`src/rtl/aes_key_schedule_dec_if.sv`:
```
// Key-schedule bus: key loading from the key-input side, round-key reads from the decryptor.
interface aes_key_schedule_dec_if;
    logic [127:0] key_in;
    logic         key_load;
    logic         key_busy;
    logic         keys_ready;
    logic [3:0]   rk_sel;
    logic         rk_req;
    logic [127:0] round_key;
    logic         rk_valid;

    modport master (
        output key_in, key_load, rk_sel, rk_req,
        input  key_busy, keys_ready, round_key, rk_valid
    );

    modport slave (
        input  key_in, key_load, rk_sel, rk_req,
        output key_busy, keys_ready, round_key, rk_valid
    );
endinterface

```
`src/rtl/aes_key_schedule_dec.sv`:
```
// AES-128 key expansion, one round per cycle into a key store, with indexed round-key reads
// so the decryptor can walk rounds NR down to 0.
module aes_key_schedule_dec #(
    parameter int unsigned NR              = 10,
    parameter bit          ZERO_ON_BAD_SEL = 1'b1
) (
    input  logic                   clk,
    input  logic                   rst,
    aes_key_schedule_dec_if.slave  key_if
);

    localparam int unsigned NKEYS = NR + 1;
    localparam int unsigned CW    = 4;

    // Forward S-box, entry 0 first.
    localparam logic [0:255][7:0] SBOX = {
        128'h637c777bf26b6fc53001672bfed7ab76,
        128'hca82c97dfa5947f0add4a2af9ca472c0,
        128'hb7fd9326363ff7cc34a5e5f171d83115,
        128'h04c723c31896059a071280e2eb27b275,
        128'h09832c1a1b6e5aa0523bd6b329e32f84,
        128'h53d100ed20fcb15b6acbbe394a4c58cf,
        128'hd0efaafb434d338545f9027f503c9fa8,
        128'h51a3408f929d38f5bcb6da2110fff3d2,
        128'hcd0c13ec5f974417c4a77e3d645d1973,
        128'h60814fdc222a908846eeb814de5e0bdb,
        128'he0323a0a4906245cc2d3ac629195e479,
        128'he7c8376d8dd54ea96c56f4ea657aae08,
        128'hba78252e1ca6b4c6e8dd741f4bbd8b8a,
        128'h703eb5664803f60e613557b986c11d9e,
        128'he1f8981169d98e949b1e87e9ce5528df,
        128'h8ca1890dbfe6426841992d0fb054bb16
    };

    typedef enum logic [1:0] {
        ST_IDLE,
        ST_EXPAND,
        ST_READY
    } state_t;

    state_t          r_state;
    state_t          w_state_next;
    logic            w_load_ok;
    logic            w_last_round;

    logic [127:0]    r_store [NKEYS];
    logic [127:0]    r_work;
    logic [CW-1:0]   r_cnt;
    logic [7:0]      r_rcon;

    logic            r_key_busy;
    logic            r_keys_ready;
    logic            r_rk_valid;
    logic [127:0]    r_round_key;

    logic [31:0]     w_rot;
    logic [31:0]     w_temp;
    logic [31:0]     w_w0;
    logic [31:0]     w_w1;
    logic [31:0]     w_w2;
    logic [31:0]     w_w3;
    logic [127:0]    w_next_key;
    logic [127:0]    w_read_key;

    function automatic logic [7:0] sbox(input logic [7:0] b);
        return SBOX[b];
    endfunction

    function automatic logic [7:0] xtime(input logic [7:0] r);
        return {r[6:0], 1'b0} ^ (r[7] ? 8'h1B : 8'h00);
    endfunction

    // State register.
    always_ff @(posedge clk) begin
        if (rst) begin
            r_state <= ST_IDLE;
        end else begin
            r_state <= w_state_next;
        end
    end

    // Next state: loads accepted only outside EXPAND; leave EXPAND after writing key NR.
    always_comb begin
        w_state_next = r_state;
        w_load_ok    = 1'b0;
        w_last_round = 1'b0;
        case (r_state)
            ST_IDLE, ST_READY: begin
                if (key_if.key_load) begin
                    w_state_next = ST_EXPAND;
                    w_load_ok    = 1'b1;
                end
            end
            ST_EXPAND: begin
                if (r_cnt == CW'(NR)) begin
                    w_state_next = ST_READY;
                    w_last_round = 1'b1;
                end
            end
            default: w_state_next = ST_IDLE;
        endcase
    end

    // One key-expansion round from the previous round key held in r_work.
    always_comb begin
        w_rot      = {r_work[23:0], r_work[31:24]};
        w_temp     = {sbox(w_rot[31:24]), sbox(w_rot[23:16]), sbox(w_rot[15:8]), sbox(w_rot[7:0])}
                     ^ {r_rcon, 24'h000000};
        w_w0       = r_work[127:96] ^ w_temp;
        w_w1       = r_work[95:64]  ^ w_w0;
        w_w2       = r_work[63:32]  ^ w_w1;
        w_w3       = r_work[31:0]   ^ w_w2;
        w_next_key = {w_w0, w_w1, w_w2, w_w3};
    end

    // Round counter, rcon and working key register.
    always_ff @(posedge clk) begin
        if (rst) begin
            r_cnt  <= '0;
            r_rcon <= 8'h01;
            r_work <= '0;
        end else if (w_load_ok) begin
            r_cnt  <= CW'(1);
            r_rcon <= 8'h01;
            r_work <= key_if.key_in;
        end else if (r_state == ST_EXPAND && !w_last_round) begin
            r_cnt  <= r_cnt + CW'(1);
            r_rcon <= xtime(r_rcon);
            r_work <= w_next_key;
        end
    end

    // Key store; contents are meaningless until keys_ready, so no reset.
    always_ff @(posedge clk) begin
        if (w_load_ok) begin
            r_store[0] <= key_if.key_in;
        end else if (r_state == ST_EXPAND) begin
            r_store[r_cnt] <= w_next_key;
        end
    end

    // Read mux, with the out-of-range policy.
    always_comb begin
        w_read_key = '0;
        if (key_if.rk_sel <= CW'(NR)) begin
            w_read_key = r_store[key_if.rk_sel];
        end else if (!ZERO_ON_BAD_SEL) begin
            w_read_key = r_store[NR];
        end
    end

    // Registered status flags and round-key read port.
    always_ff @(posedge clk) begin
        if (rst) begin
            r_key_busy   <= 1'b0;
            r_keys_ready <= 1'b0;
            r_rk_valid   <= 1'b0;
            r_round_key  <= '0;
        end else begin
            r_key_busy   <= (w_state_next == ST_EXPAND);
            r_keys_ready <= (w_state_next == ST_READY);
            r_rk_valid   <= 1'b0;
            if (key_if.rk_req && r_keys_ready) begin
                r_rk_valid  <= 1'b1;
                r_round_key <= w_read_key;
            end
        end
    end

    assign key_if.key_busy   = r_key_busy;
    assign key_if.keys_ready = r_keys_ready;
    assign key_if.rk_valid   = r_rk_valid;
    assign key_if.round_key  = r_round_key;

endmodule

```
`src/flat_wrapper.sv`:
```
// flat-port wrapper written by rule: the top's interface ports become plain ports
module aes_key_schedule_dec_flat 
#(
    parameter int unsigned NR              = 10,
    parameter bit          ZERO_ON_BAD_SEL = 1'b1
)
  (clk, rst, key_if_key_in, key_if_key_load, key_if_rk_sel, key_if_rk_req, key_if_key_busy, key_if_keys_ready, key_if_round_key, key_if_rk_valid);
  aes_key_schedule_dec_if key_if_i ();
  input  logic clk;
  input  logic rst;
  input wire logic [$bits(key_if_i.key_in)-1:0] key_if_key_in;
  input wire logic [$bits(key_if_i.key_load)-1:0] key_if_key_load;
  input wire logic [$bits(key_if_i.rk_sel)-1:0] key_if_rk_sel;
  input wire logic [$bits(key_if_i.rk_req)-1:0] key_if_rk_req;
  output wire logic [$bits(key_if_i.key_busy)-1:0] key_if_key_busy;
  output wire logic [$bits(key_if_i.keys_ready)-1:0] key_if_keys_ready;
  output wire logic [$bits(key_if_i.round_key)-1:0] key_if_round_key;
  output wire logic [$bits(key_if_i.rk_valid)-1:0] key_if_rk_valid;
  assign key_if_i.key_in = key_if_key_in;
  assign key_if_i.key_load = key_if_key_load;
  assign key_if_i.rk_sel = key_if_rk_sel;
  assign key_if_i.rk_req = key_if_rk_req;
  assign key_if_key_busy = key_if_i.key_busy;
  assign key_if_keys_ready = key_if_i.keys_ready;
  assign key_if_round_key = key_if_i.round_key;
  assign key_if_rk_valid = key_if_i.rk_valid;
  aes_key_schedule_dec #(.NR(NR), .ZERO_ON_BAD_SEL(ZERO_ON_BAD_SEL)) u_core (.clk(clk), .rst(rst), .key_if(key_if_i));
endmodule
```
`config.mk`:
```
export PLATFORM = sky130hd
export DESIGN_NAME = aes_key_schedule_dec_flat
export DESIGN_NICKNAME = d
export VERILOG_FILES = /design/src/rtl/aes_key_schedule_dec_if.sv /design/src/rtl/aes_key_schedule_dec.sv /design/src/flat_wrapper.sv
export SDC_FILE = /design/constraint.sdc
export NUM_CORES = 2
export LEC_CHECK = 0
export BUFFER_PORTS_ARGS = -buffer_cell sky130_fd_sc_hd__clkbuf_2
export CELL_PAD_IN_SITES_DETAIL_PLACEMENT = 1
export CELL_PAD_IN_SITES_GLOBAL_PLACEMENT = 1
export CORE_AREA = 2 2 486 368
export CTS_CLUSTER_DIAMETER = 50
export DETAILED_ROUTE_END_ITERATION = 8
export DIE_AREA = 0 0 488 370
export HOLD_SLACK_MARGIN = 0.08
export PLACE_DENSITY = 0.76
export SLEW_MARGIN = 20
export SYNTH_ARGS = -nofsm -noshare
export SYNTH_HDL_FRONTEND = slang
export SYNTH_SLANG_ARGS = --single-unit
```
`constraint.sdc`:
```
create_clock -name clk -period 16.2 [get_ports clk]
set_input_delay 3.24 -clock clk [delete_from_list [all_inputs] [get_ports clk]]
set_output_delay 3.24 -clock clk [all_outputs]
set_load 0.01 [all_outputs]
```
# Yosys cells after proc, flatten, opt, wreduce, memory -nomap -nowiden
# Memory sizes are Yosys's and may differ from the RTL's.
# Index checks and enable logic that the tools add are counted.
# classes
multipliers	0
n_shift	0
div	0
n_bitwise	10
n_addsub	1
n_eq_ne	5
n_lt_le_gt_ge	5
n_mux	30
n_reduce_logical	8
# op_table
cell	count
128-bit 2-to-1 mux	4
32-bit bitwise XOR	5
128-bit OR reduction	1
8-bit 2-to-1 mux	8
9-bit greater-or-equal comparator, second input constant	4
8-bit NOT with 9-bit output	4
1-bit 2-to-1 mux	13
8-bit bitwise XOR	1
5-bit 2-to-1 mux	1
4-bit by 1-bit adder with 4-bit output, second input constant	1
2-bit by 1-bit == test with 1-bit output, second input constant	2
2-bit == test, second input constant	2
4-bit == test, second input constant	1
4-bit less-or-equal comparator, second input constant	1
2-bit 2-to-1 mux	2
4-bit 2-to-1 mux	1
2-bit one-hot mux with 2 select lines	1
2-bit OR reduction	2
1-bit logical AND	2
2-bit zero test	1
2-bit nonzero test	1
1-bit zero test	1
# totals
mem_count	5
wordCells	73
latchBits	0
ff_bits	273
output_inout_bits	131
ram_bits	1408
romBits	8192
# memory_table
memory	words	width	rd	rd_ports_with_merged_regs	wr	line_no	text
(no name shown)	256	8	1	0	0	aes_key_schedule_dec.sv:66	return SBOX[b];
(no name shown)	256	8	1	0	0	aes_key_schedule_dec.sv:66	
(no name shown)	256	8	1	0	0	aes_key_schedule_dec.sv:66	
(no name shown)	256	8	1	0	0	aes_key_schedule_dec.sv:66	
u_core.r_store	11	128	1	0	1	aes_key_schedule_dec.sv:46	logic [127:0] r_store [NKEYS];

# Longest topological paths before layout
# depth
ltp_word	11
depth_mapped	16
ltp_nobuf	11

# Worst setup path after synthesis
# Ideal clock, no wire load.
# synth_path
path_type	register to register
startpoint	register u_core.r_state[0]
endpoint	memory u_core.r_store[6][0], enable pin
setup_time_ns	0.975
path_slack_ns	1.148
t_arrival_ns	14.077
path_stages_with_launch	5
t_required_ns	15.225
synth_period_minus_slack_ns	15.052
path_cell_list	dfxtp_1 > nor2b_1 > clkbuf_1 > nand2_1 > nor4b_1
# synth_between
elab_chain_len	7
word_cells_on_any_way	13
cone_classes	eq/ne: 2; mux: 8; reduce/logical: 3
# synth_lines
element	line_no	text
start: declaration	aes_key_schedule_dec.sv:41	state_t r_state;
start signal: assignment	aes_key_schedule_dec.sv:78	r_state <= w_state_next;
2-bit == test / 2-bit zero test (equally long branches)	aes_key_schedule_dec.sv:87	case (r_state)
2-bit OR reduction	aes_key_schedule_dec.sv:87	
1-bit 2-to-1 mux	aes_key_schedule_dec.sv:87	
1-bit 2-to-1 mux	aes_key_schedule_dec.sv:135	if (w_load_ok) begin
1-bit 2-to-1 mux (not written as such)	aes_key_schedule_dec.sv:138	r_store[r_cnt] <= w_next_key;
128-bit OR reduction (no source line)	--	
4-bit 2-to-1 mux (no source line) / 1-bit 2-to-1 mux (equally long branches)	--	
end: declaration	aes_key_schedule_dec.sv:46	
# Parallel ways exist; a longest one is shown, timed or not.

# Worst setup path in the final report
# layout_path
startpoint	input key_if_rk_sel[0]
endpoint	register u_core.r_round_key[114], in the netlist u_core.key_if.round_key[114]
# layout_between
elab_chain_len	2
word_cells_on_any_way	3
cone_classes	order compare: 1; mux: 1; memory: 1
# layout_lines
element	line_no	text
start: declaration	flat_wrapper.sv:13	input wire logic [$bits(key_if_i.rk_sel)-1:0] key_if_rk_sel;
memory read 11 x 128 bit / 4-bit less-or-equal comparator (equally long branches)	--	
128-bit 2-to-1 mux (*)	aes_key_schedule_dec.sv:145	if (key_if.rk_sel <= CW'(NR)) begin
end signal: assignment	aes_key_schedule_dec.sv:165	r_round_key <= w_read_key;
end: declaration	aes_key_schedule_dec.sv:54	logic [127:0] r_round_key;
# Every way passes the cells marked *; elsewhere a longest branch is shown, timed or not.
# A chain may end at the register's enable or synchronous reset.

==> results by group <==
Cells and area
  • Fillcell total: roughly 18000
  • Layout cells sized above 1: 17.42%
  • P&R area growth vs syn: 11.39%
  • Finished Cell Area: 91550 um2
  • Final nets: 6845

Floorplan
  • Core area: 176200 um2
  • Rows: 134
  • Full die area: 180600 um2
  • Initial Util: 46.64%
  • Die W: 488 um
  • I/O pins: 267
  • Die Span Y: 370 um

Route
  • Remaining DRCs: 0
  • DRT antenna net count: 0
  • Via density: 6.696
  • Via count: between 60000 and 70000
  • Total Wirelength: 315700 um
  • Routed wire per std cell: 34.33 um
  • DRT Pass-1 Iters: 6
  • Initial DRC Count: 8201

Placement
  • Gp weighted congestion: 1.004
  • Hpwl dp: 199600 um
  • IO Port Bufs: 266
  • Post-DP Area: 85730 um2

CTS
  • Clock transition at path regs: 0.07 ns
  • CTS root buffer: clkbuf_16
  • CTS tree: built
  • Post-CTS Setup Bufs: 0
  • # H-tree levels: 4
  • CTS Hold Bufs: 0
  • Clk_lat worst skew: 0.84 ns
  • CTS buffer count: 172
  • Clock tree buffer depth: 3
  • Clock sinks: roughly 1700
  • Post-cts resize count: 0

STA
  • Skew final: 0.05933 ns
  • Final hold vios: 0
  • Slew Limit Fails: 0
  • # setup viols final: 0
  • Max-Slew Margin vs Limit: 19.85%
  • Max Freq: 145.5 MHz
  • Worst Tran Pin Value: 1.202 ns
  • Total negative setup slack: 0 ns
  • Tcrit/Tclk final: 42.43%
  • Post-layout min period: 6.873 ns
  • RSZ-0062 raised after global routing: no

Setup path
  • Type of the worst setup path: input pin to register
  • CP Capture Type: register
  • Critical path launch point type: input pin
  • Reg2Reg Depth: 12
  • FF-to-FF Start: u_core.r_work[1]
  • Worst Path Max Fanout: 65
  • Required time of the critical path: 16.88 ns
  • FF-to-FF setup slack: 9.55 ns
  • Crit path DAT: 7.55 ns
  • RR Endpoint: u_core.r_store[5][8]

Yosys
  • Seq cells post-synth: approximately 1700
  • Sequential-to-total area share from yosys stat: between 50% and 60%
  • Synth Instances: 6583
  • Yosys cell types: approximately 110
  • Mapped Area: 82190 um2
  • Leading area contributor after synthesis: edfxtp_1
  • Count leader, synth: edfxtp_1
  • Most instantiated cells after synthesis: edfxtp_1 (1408), nand2_1 (651), o21ai_0 (546)
  • Area share of the largest cell type after synthesis: 51.44%
  • Post-synth ARST share: 0%
  • Avg Inst Size Synth: between 10 and 15 um2
  • Yosys warns: 0
  • Predominant post-synthesis flop cell: edfxtp_1
  • Post-synth EDFFs: 1408
  • Synth Net Count: slightly below 7000
  • Top cells by area, synth: edfxtp_1 (51%), mux4_2 (7.8%), dfxtp_1 (6.6%)

Power
  • Clock power frac: between 20% and 30%
  • Lkg Pwr: approximately 0.031 uW
  • Sequential share of power: between 30% and 40%
  • Power per Cell Area: 182.2 nW/um2
  • Switching power total: 6925 uW
  • Int Pwr: around 9800 uW
  • Combinational share of power: between 40 and 50%
  • Sw Ratio: between 40% and 50%
  • Worst VDD drop: roughly 0.00012 V

Global route
  • Grt total ovfl: 0
  • Total GRT Usage: 34.33%
  • First-pass GRT wire length: between 400000 and 500000 um
  • Largest net degree at the start of global routing: about 130
  • Number of antenna violations at the first check in global routing: 31
  • Number of global-route vias before repair: 61720

Outcome
  • Status: completed

Hold path
  • HP Start: u_core.r_work[65]
  • Hold endpoint: u_core.r_work[65]
  • Worst min path class: register to register
  • Hold path cells: 2

Flow run
  • Max cap viols: 0
flip-flops by register name, summed over array words and instances (netlist names):
signal / flops
u_core.r_state: 2
u_core.r_store: 1408
u_core.r_rcon: 8
u_core.key_if.round_key: 128
u_core.r_work: 128
u_core.key_if.key_busy: 1
u_core.key_if.keys_ready: 1
u_core.key_if.rk_valid: 1
u_core.r_cnt: 4
area by class of cell:
type / count / area (um2) / share of cell area, %
clock inverter: 95 / 969.7 / 1.059
antenna: 19 / 47.55 / 0.05193
clock buffer: 230 / 4725 / 5.161
tap: 2380 / 2978 / 3.253
multi-input combinational: 4257 / 31790 / 34.73
sequential: 1681 / 47780 / 52.19
timing repair buffer: 483 / 3064 / 3.347
inverter: 52 / 195.2 / 0.2132
worst max-delay path: stages:
cell     delay [ns]
buf_8          0.49
buf_4          0.75
buf_4          0.82
buf_4          0.80
mux4_2         0.62
mux2i_1        0.16
o21ai_0        0.12
a22oi_1        0.22
nor2_1         0.08
power groups by stage:
stage          clock (uW)  combinational (uW)  sequential [uW]
2_1_floorplan           0                4270             5560
3_3_place_gp            0                6590             5690
3_5_place_dp            0                6720             5710
4_1_cts              4030                6770             5630
5_1_grt              4170                7340             5660
6_report             4000                7040             5640
metal layers:
layer,up-vias,wire [um],track usage [%]
met5,-,63,0
met4,8,13960,14.61
met3,561,32740,8.068
met2,3641,141000,51.48
met1,31860,127900,47.90
li1,25510,-,-
how the worst max path moves through the flow:
stage / endpoint / start
after floorplan: u_core.r_store[6][0] / u_core.r_state[0]
after global placement: u_core.key_if.round_key[113] / key_if_rk_sel[0]
after detailed placement: u_core.key_if.round_key[114] / key_if_rk_sel[0]
after CTS: u_core.key_if.round_key[107] / key_if_rk_sel[0]
after global routing: u_core.key_if.round_key[114] / key_if_rk_sel[0]
final: u_core.key_if.round_key[114] / key_if_rk_sel[0]
cell families (layout without fill, tap and decap cells):
kind of cell | count (synthesis) | count (layout) | synth area share [%]
xor+xnor | 173 | 173 | 2.277
fa+ha+maj | 65 | 65 | 0.9804
buf+inv | 645 | 860 | 3.466
compound gates | 1705 | 1705 | 13.78
other cells | 0 | 19 | 0
simple gates | 1736 | 1736 | 10.04
mux | 578 | 578 | 11.36
flops | 1681 | 1681 | 58.09
through the flow:
step                      utilization [%]  std cells  hold WS [ns]  setup WS [ns]  power, uW
after floorplan                         -       6583        0.4319          1.148       9830
after global placement              48.65       8852        0.4380          8.551      12280
after detailed placement            48.65       8852        0.4574          8.467      12430
after CTS                           51.89       9177        0.4655          9.272      16430
after global routing                51.95       9193        0.4829          8.937      17170
final                               51.96       9197        0.4633          9.327      16680
cell usage in the layout (no fill, tap or decap), types with 50 or more instances in the layout:
cell,count
a31oi_1,96
o21ai_0,503
mux4_2,283
a22oi_1,195
a21oi_1,244
buf_4,211
a211oi_1,60
ha_1,62
or3_1,50
nand2_1,649
nand3_1,94
xnor2_1,102
clkbuf_16,174
nand2b_1,129
dfxtp_1,259
edfxtp_1,1408
nor2b_1,103
mux2i_1,287
nor3_1,106
nor2_1,356
clkbuf_2,261
No activity file was read; power rests on OpenSTA's default activity.
